[src/rtl/digital_mash_dsm_pkg.sv]
// Shared constants and the noise-cancellation combiner for the MASH delta-sigma modulator.
package digital_mash_dsm_pkg;

  localparam logic [1:0] ORD_BYP = 2'd0;
  localparam logic [1:0] ORD_1   = 2'd1;
  localparam logic [1:0] ORD_2   = 2'd2;
  localparam logic [1:0] ORD_3   = 2'd3;

  localparam int DOUT_W = 4;

  // Fibonacci taps 16,14,13,11 expressed as bit positions 15,13,12,10.
  localparam logic [15:0] LFSR_TAPS = 16'hB400;

  typedef logic signed [DOUT_W-1:0] dout_t;

  function automatic dout_t bit_ext(input logic b);
    return dout_t'({{(DOUT_W-1){1'b0}}, b});
  endfunction

  // MASH recombination: c1 + (1-z^-1)c2 + (1-z^-1)^2 c3, truncated to the selected order.
  function automatic dout_t mash_combine(input logic [1:0] ord,
                                         input logic c1, input logic c2, input logic c2_d1,
                                         input logic c3, input logic c3_d1, input logic c3_d2);
    dout_t r;
    r = bit_ext(c1);
    if (ord == ORD_2 || ord == ORD_3)
      r = r + bit_ext(c2) - bit_ext(c2_d1);
    if (ord == ORD_3)
      r = r + bit_ext(c3) - (bit_ext(c3_d1) <<< 1) + bit_ext(c3_d2);
    if (ord == ORD_BYP)
      r = '0;
    return r;
  endfunction

endpackage

[src/rtl/digital_mash_dsm_stage.sv]
// W-bit accumulator stage: combinational sum/carry of acc+din+cin, registered acc with clear.
module dsm_acc_stage #(
  parameter int W = 16
) (
  input  logic         clk,
  input  logic         rst,
  input  logic         en,
  input  logic         clr,
  input  logic         cin,
  input  logic [W-1:0] din,
  output logic [W-1:0] sum,
  output logic         carry
);

  logic [W-1:0] acc;
  logic [W:0]   s;

  assign s     = {1'b0, acc} + {1'b0, din} + {{W{1'b0}}, cin};
  assign sum   = s[W-1:0];
  // A cleared stage reports no overflow so downstream delays stay zero.
  assign carry = s[W] & ~clr;

  always_ff @(posedge clk) begin
    if (rst)
      acc <= '0;
    else if (en)
      acc <= clr ? '0 : sum;
  end

endmodule

[src/rtl/digital_mash_dsm.sv]
// MASH 1-1-1 delta-sigma modulator with selectable order, LFSR LSB dither and signed 4-bit output.
module digital_mash_dsm
  import digital_mash_dsm_pkg::*;
#(
  parameter int          W         = 16,
  parameter logic [15:0] LFSR_SEED = 16'hACE1
) (
  input  logic              clk,
  input  logic              rst,
  input  logic              en,
  input  logic [W-1:0]      alpha,
  input  logic [1:0]        order,
  input  logic              dither_en,
  output logic signed [3:0] dout,
  output logic              dout_valid
);

  logic [15:0]  lfsr;
  logic         d;
  logic         clr1, clr2, clr3;
  logic [W-1:0] sum1, sum2, sum3;
  logic         c1, c2, c3;
  logic         c2_d1, c3_d1, c3_d2;

  assign d    = dither_en & lfsr[0];
  assign clr1 = (order == ORD_BYP);
  assign clr2 = (order == ORD_BYP) || (order == ORD_1);
  assign clr3 = (order != ORD_3);

  dsm_acc_stage #(.W(W)) u_st1 (
    .clk(clk), .rst(rst), .en(en), .clr(clr1), .cin(d),
    .din(alpha), .sum(sum1), .carry(c1)
  );

  dsm_acc_stage #(.W(W)) u_st2 (
    .clk(clk), .rst(rst), .en(en), .clr(clr2), .cin(1'b0),
    .din(sum1), .sum(sum2), .carry(c2)
  );

  dsm_acc_stage #(.W(W)) u_st3 (
    .clk(clk), .rst(rst), .en(en), .clr(clr3), .cin(1'b0),
    .din(sum2), .sum(sum3), .carry(c3)
  );

  always_ff @(posedge clk) begin
    if (rst) begin
      lfsr       <= LFSR_SEED;
      c2_d1      <= 1'b0;
      c3_d1      <= 1'b0;
      c3_d2      <= 1'b0;
      dout       <= '0;
      dout_valid <= 1'b0;
    end else begin
      dout_valid <= en;
      if (en) begin
        if (dither_en)
          lfsr <= {lfsr[14:0], ^(lfsr & LFSR_TAPS)};
        c2_d1 <= clr2 ? 1'b0 : c2;
        c3_d1 <= clr3 ? 1'b0 : c3;
        c3_d2 <= clr3 ? 1'b0 : c3_d1;
        dout  <= mash_combine(order, c1, c2, c2_d1, c3, c3_d1, c3_d2);
      end
    end
  end

  // Final-stage sum is not needed beyond its carry.
  logic unused_sum3;
  assign unused_sum3 = ^sum3;

endmodule

[config.mk]
export PLATFORM = sky130hd
export DESIGN_NAME = digital_mash_dsm
export DESIGN_NICKNAME = d
export VERILOG_FILES = /design/src/rtl/digital_mash_dsm_pkg.sv /design/src/rtl/digital_mash_dsm_stage.sv /design/src/rtl/digital_mash_dsm.sv
export SDC_FILE = /design/constraint.sdc
export NUM_CORES = 1
export LEC_CHECK = 0
export ABC_AREA = 1
export CAP_MARGIN = 20
export CORE_UTILIZATION = 24
export CTS_BUF_LIST = sky130_fd_sc_hd__clkbuf_8
export DETAILED_ROUTE_END_ITERATION = 10
export DONT_BUFFER_PORTS = 1
export SETUP_SLACK_MARGIN = 0.2
export SYNTH_ARGS = -nofsm -noshare
export SYNTH_HDL_FRONTEND = slang
export SYNTH_HIERARCHICAL = 1
export SYNTH_SLANG_ARGS = --single-unit
[constraint.sdc]
create_clock -name clk -period 12.9 [get_ports clk]
set_input_delay 2.58 -clock clk [delete_from_list [all_inputs] [get_ports clk]]
set_output_delay 2.58 -clock clk [all_outputs]
set_load 0.01 [all_outputs]
==> metrics.csv, run 1 <==
metric,value,unit
run_status,finished clean,
dp.cells,1201,
slew_viol_final,0,
path_clk_slew,0.08,ns
setup-tns-final,0,ns
relSlewSlack,47.5,%
syn_to_final_growth,9.42,%
fp.dieH,156,microns
tritoncts,built,
grt_antenna_before_repair,0,
htree_levels,3,
fin_area,0.00620,sq mm
final_cell_mix,"nand2_1, inv_1, a21oi_1",
num_io_pins,27,
cp_data_arrival_time,7.32,ns
start_kind,input port,
setup_ws,5.90,ns
crit_type,input port to register,
postCtsSetupBuffers,0,
drc_errors,0,
pre_cts_ws,5.54,ns
required,13.22,ns
vias_per_cell,4.31,
post-route-period-util,54.3,%
syn_area_per_cell,6.29,sq um
cp_slowest_cell,fa_1,
yosys_warnings,6,
rows,55,
vdd_ir_drop_max,0.0000670,V
routedWlPerCell,11.5,microns
postCtsHoldBufs,0,
clock_sinks,72,
instances_no_fill,1216,
nets,979,
multi_input_area,0.00362,sq mm
wl,14000,microns
worstMarginPinSlew,0.785,ns
io_buffers,0,
cts_resized,0,
drt_iter0_drc,298,
hpwl,10900,microns
seq_area,0.00144,sq mm
synth_cells,901,
dpl-instance-area,0.00601,sq mm
syn_area,0.00567,sq mm
grt_max_degree,57,
cpPeakStageDelay,0.46,ns
firstDrtPassIters,7,
drive_gt1_share,5.76,%
die_x,156,microns
vias,5241,
crit_top_cell,nand2_1,
clock.fmax,143,MHz
core-area,0.0229,sq mm
finClkSkew,0.0138,ns
cts_buffers,9,
p_per_area,136,mW/mm^2
critPathMaxFanout,5,
finalHoldViolCount,0,
rsz0062_at_grt,no,
place_congestion,0.867,
post-route-min-period,7.00,ns
fill_cells,2545,
grt_pass1_vias,4922,
hold_path.class,register to register,
grt_pass1_wl,23800,microns
crit_path_end_kind,register,
dieArea,0.0242,sq mm
setup_viol,0,
fin_util,27.1,%
grtUsageTotal,12.4,%
initial_core_util,24.7,%
cap_violations,0,
final_common_cell,nand2_1,
clockRootBuffer,clkbuf_8,
ant_nets,0,
cts_buffer_depth,2,
antenna_cells,0,
clk_latency,0.38,ns
leakagePower,3.17,nW
overflow,0,
## sequential cells by signal, indices dropped and copies added, names as in the netlist
name and flops:
c3_d2 1, u_st3/acc 16, lfsr 16, c2_d1 1, u_st1/acc 16, c3_d1 1
dout_valid 1, u_st2/acc 16, dout 4
## report_power, final
part           internal, W  switching [W]  leakage, nW
Clock            0.0000935      0.0000928       0.0985
Combinational     0.000148       0.000256         2.48
Sequential        0.000241      0.0000113        0.589
## worst paths after layout
path,to,depth (start not counted),slack [ns],from
min,lfsr[10],2,0.46,lfsr[9]
max,dout[2],36,5.90,dither_en
max reg2reg,dout[2],37,7.71,lfsr[0]
min reg2reg,lfsr[10],2,0.46,lfsr[9]
## layer usage
| metal | global-route usage (%) | part of all wire [%] |
|---|---|---|
| met5 | 0 | 0 |
| met4 | 5.28 | 2.1 |
| met3 | 1.89 | 3.2 |
| met2 | 20.8 | 46 |
| met1 | 15.7 | 49 |
## area by class of cell
type                    instances  area share (%)
well taps                     313            6.31
inverters                     142            8.59
clock buffers                  10            2.22
flip-flops and latches         72            23.2
clock inverters                 5           0.908
multi-input cells             671            58.3
repair buffers                  3           0.424
## through the flow
stage | total power [W] | hold slack (ns)
after floorplan | 0.000581 | 0.429
final | 0.000842 | 0.456
after CTS | 0.000851 | 0.464
after global placement | 0.000657 | 0.434
after global routing | 0.000919 | 0.481
after detailed placement | 0.000660 | 0.443
## worst max-delay path: cells and delay by family
kind,cells,cell delay [ns]
AOI/OAI and AO/OA,3,0.37
adders and majority gates,6,2.00
buffers and inverters,6,0.37
and+or+nand+nor,21,2.01
(Power assumes the default switching activity.)
==> inputs of run 2 (changes only) <==
==> constraint.sdc (replaced) <==
create_clock -name clk -period 6.02 [get_ports clk]
set_input_delay 1.204 -clock clk [delete_from_list [all_inputs] [get_ports clk]]
set_output_delay 1.204 -clock clk [all_outputs]
set_load 0.01 [all_outputs]
==> run 2 against run 1 <==
Effect of this change: critical path depth rose by 1; largest cell class unchanged; largest power group unchanged; register-to-register slack got worse by 6.7 ns; critical path type unchanged; clock skew fell by 0.0051 ns.
==> metrics.csv, run 2 (same netlist as run 1, synthesis figures left out) <==
metric,value,unit
run_status,finished clean,
grtUsageTotal,12.4,%
setup_viol,0,
switchingPower,0.000806,W
p_sw_share,41.9,%
syn_to_final_growth,12.0,%
setup-tns-final,0,ns
overflow,0,
use_met3,2.08,%
grt_pass1_vias,4889,
required,6.34,ns
final_cell_mix,"nand2_1, inv_1, a21oi_1",
hpwl,10900,microns
critPathLaunch,dither_en,
finalHoldViolCount,0,
pwr-share-clk,24.5,%
htree_levels,3,
grt_max_degree,57,
hold_path.class,register to register,
pre_cts_ws,0.0509,ns
multi_input_area,0.00369,sq mm
fin_util,27.7,%
grt_antenna_before_repair,0,
ant_nets,0,
firstDrtPassIters,4,
wl,14200,microns
postCtsHoldBufs,0,
relSlewSlack,47.4,%
path_clk_slew,0.09,ns
p_comb_share,47.3,%
vias_per_cell,4.36,
finClkSkew,0.00868,ns
p_total,0.00192,W
initial_core_util,24.7,%
num_io_pins,27,
crit_type,input port to register,
rows,55,
cts_buffer_depth,2,
cp_slowest_cell,fa_1,
clk_latency,0.38,ns
r2r_start,lfsr[0],
grt_pass1_wl,23500,microns
vdd_ir_drop_max,0.000158,V
met1_usage,15.5,%
post-route-period-util,90.1,%
rsz0062_at_grt,no,
p_int,0.00112,W
routedWlPerCell,11.6,microns
seq_area,0.00144,sq mm
use_met2,20.9,%
drive_gt1_share,7.49,%
regToRegSetupSlack,1.03,ns
post-route-min-period,5.43,ns
p_seq_share,28.2,%
p_per_area,302,mW/mm^2
cap_violations,0,
tritoncts,built,
busiest_layer,met2,
nets,983,
dieArea,0.0242,sq mm
crit_path_end_kind,register,
drc_errors,0,
worstMarginPinSlew,0.786,ns
r2r_end,dout[2],
die_x,156,microns
clock_sinks,72,
leakagePower,3.21,nW
drt_iter0_drc,200,
io_buffers,0,
fill_cells,2551,
crit_end,dout[2],
critPathMaxFanout,5,
core-area,0.0229,sq mm
fp.dieH,156,microns
vias,5327,
place_congestion,0.858,
antenna_cells,0,
crit_top_cell,nand2_1,
final_common_cell,nand2_1,
cp_data_arrival_time,5.74,ns
slew_viol_final,0,
setup_ws,0.595,ns
cpPeakStageDelay,0.45,ns
clock.fmax,184,MHz
cts_buffers,9,
worst_r2r_path_depth,37,
clockRootBuffer,clkbuf_8,
start_kind,input port,
run 2: cell count changes in the layout (fill, tap and decap cells not counted), sizes merged:
| cell | before | now |
|---|---|---|
| buf | 3 | 7 |
| bufinv | 1 | 2 |
| clkinv | 3 | 1 |
| clkinvlp | 1 | 0 |
| inv | 142 | 145 |
run 2: what timing repair did:
| action | 4_1_cts | 5_1_grt |
|---|---|---|
| endpoints found under the setup margin | 0 | 4 |
| gates resized for setup | 0 | 11 |
| setup buffers | 0 | 0 |
run 2: power groups by stage:
| stage | Clock (W) | Combinational (W) | Sequential, W |
|---|---|---|---|
| CTS | 0.000483 | 0.000885 | 0.000542 |
| finish | 0.000471 | 0.000908 | 0.000542 |
| detailed placement | 0 | 0.000879 | 0.000552 |
| global placement | 0 | 0.000874 | 0.000552 |
| global route | 0.000502 | 0.00103 | 0.000547 |
| floorplan | 0 | 0.000699 | 0.000546 |
run 2: layer usage:
metal / share of wire, % / wire length (microns)
met1: 48 / 6880
met2: 46 / 6520
met3: 3.6 / 506
met4: 2.0 / 281
met5: 0 / 0
run 2: worst max-delay path, delay by kind of cell:
kind / cells / cell delay, ns
and+or+nand+nor: 22 / 1.93
AOI/OAI and AO/OA: 3 / 0.34
buffers and inverters: 6 / 0.37
adders and majority gates: 6 / 1.88
run 2: layout make-up:
class                   instances  share of cell area (%)
inverters                     142                    8.39
clock buffers                  10                    2.17
clock inverters                 6                    1.54
flip-flops and latches         72                    22.7
repair buffers                  7                   0.887
well taps                     313                    6.17
multi-input cells             671                    58.2
run 2: worst min-delay path by stage:
stage                      start      endpoint  slack, ns  cells after the start
floorplan                lfsr[5]       lfsr[6]       0.43                      2
global placement         lfsr[9]      lfsr[10]       0.44                      2
detailed placement       lfsr[9]      lfsr[10]       0.45                      2
CTS                      lfsr[9]      lfsr[10]       0.47                      2
global route        u_st3/acc[5]  u_st3/acc[5]       0.49                      2
finish                   lfsr[9]      lfsr[10]       0.46                      2
run 2: per-stage QoR:
step           cells  hold WS [ns]  area [sq um]
6_report        1221         0.460          6350
5_1_grt         1221         0.485          6350
4_1_cts         1221         0.467          6270
3_5_place_dp    1205         0.447          6040
3_3_place_gp    1204         0.441          6030
2_1_floorplan    902         0.429          5670
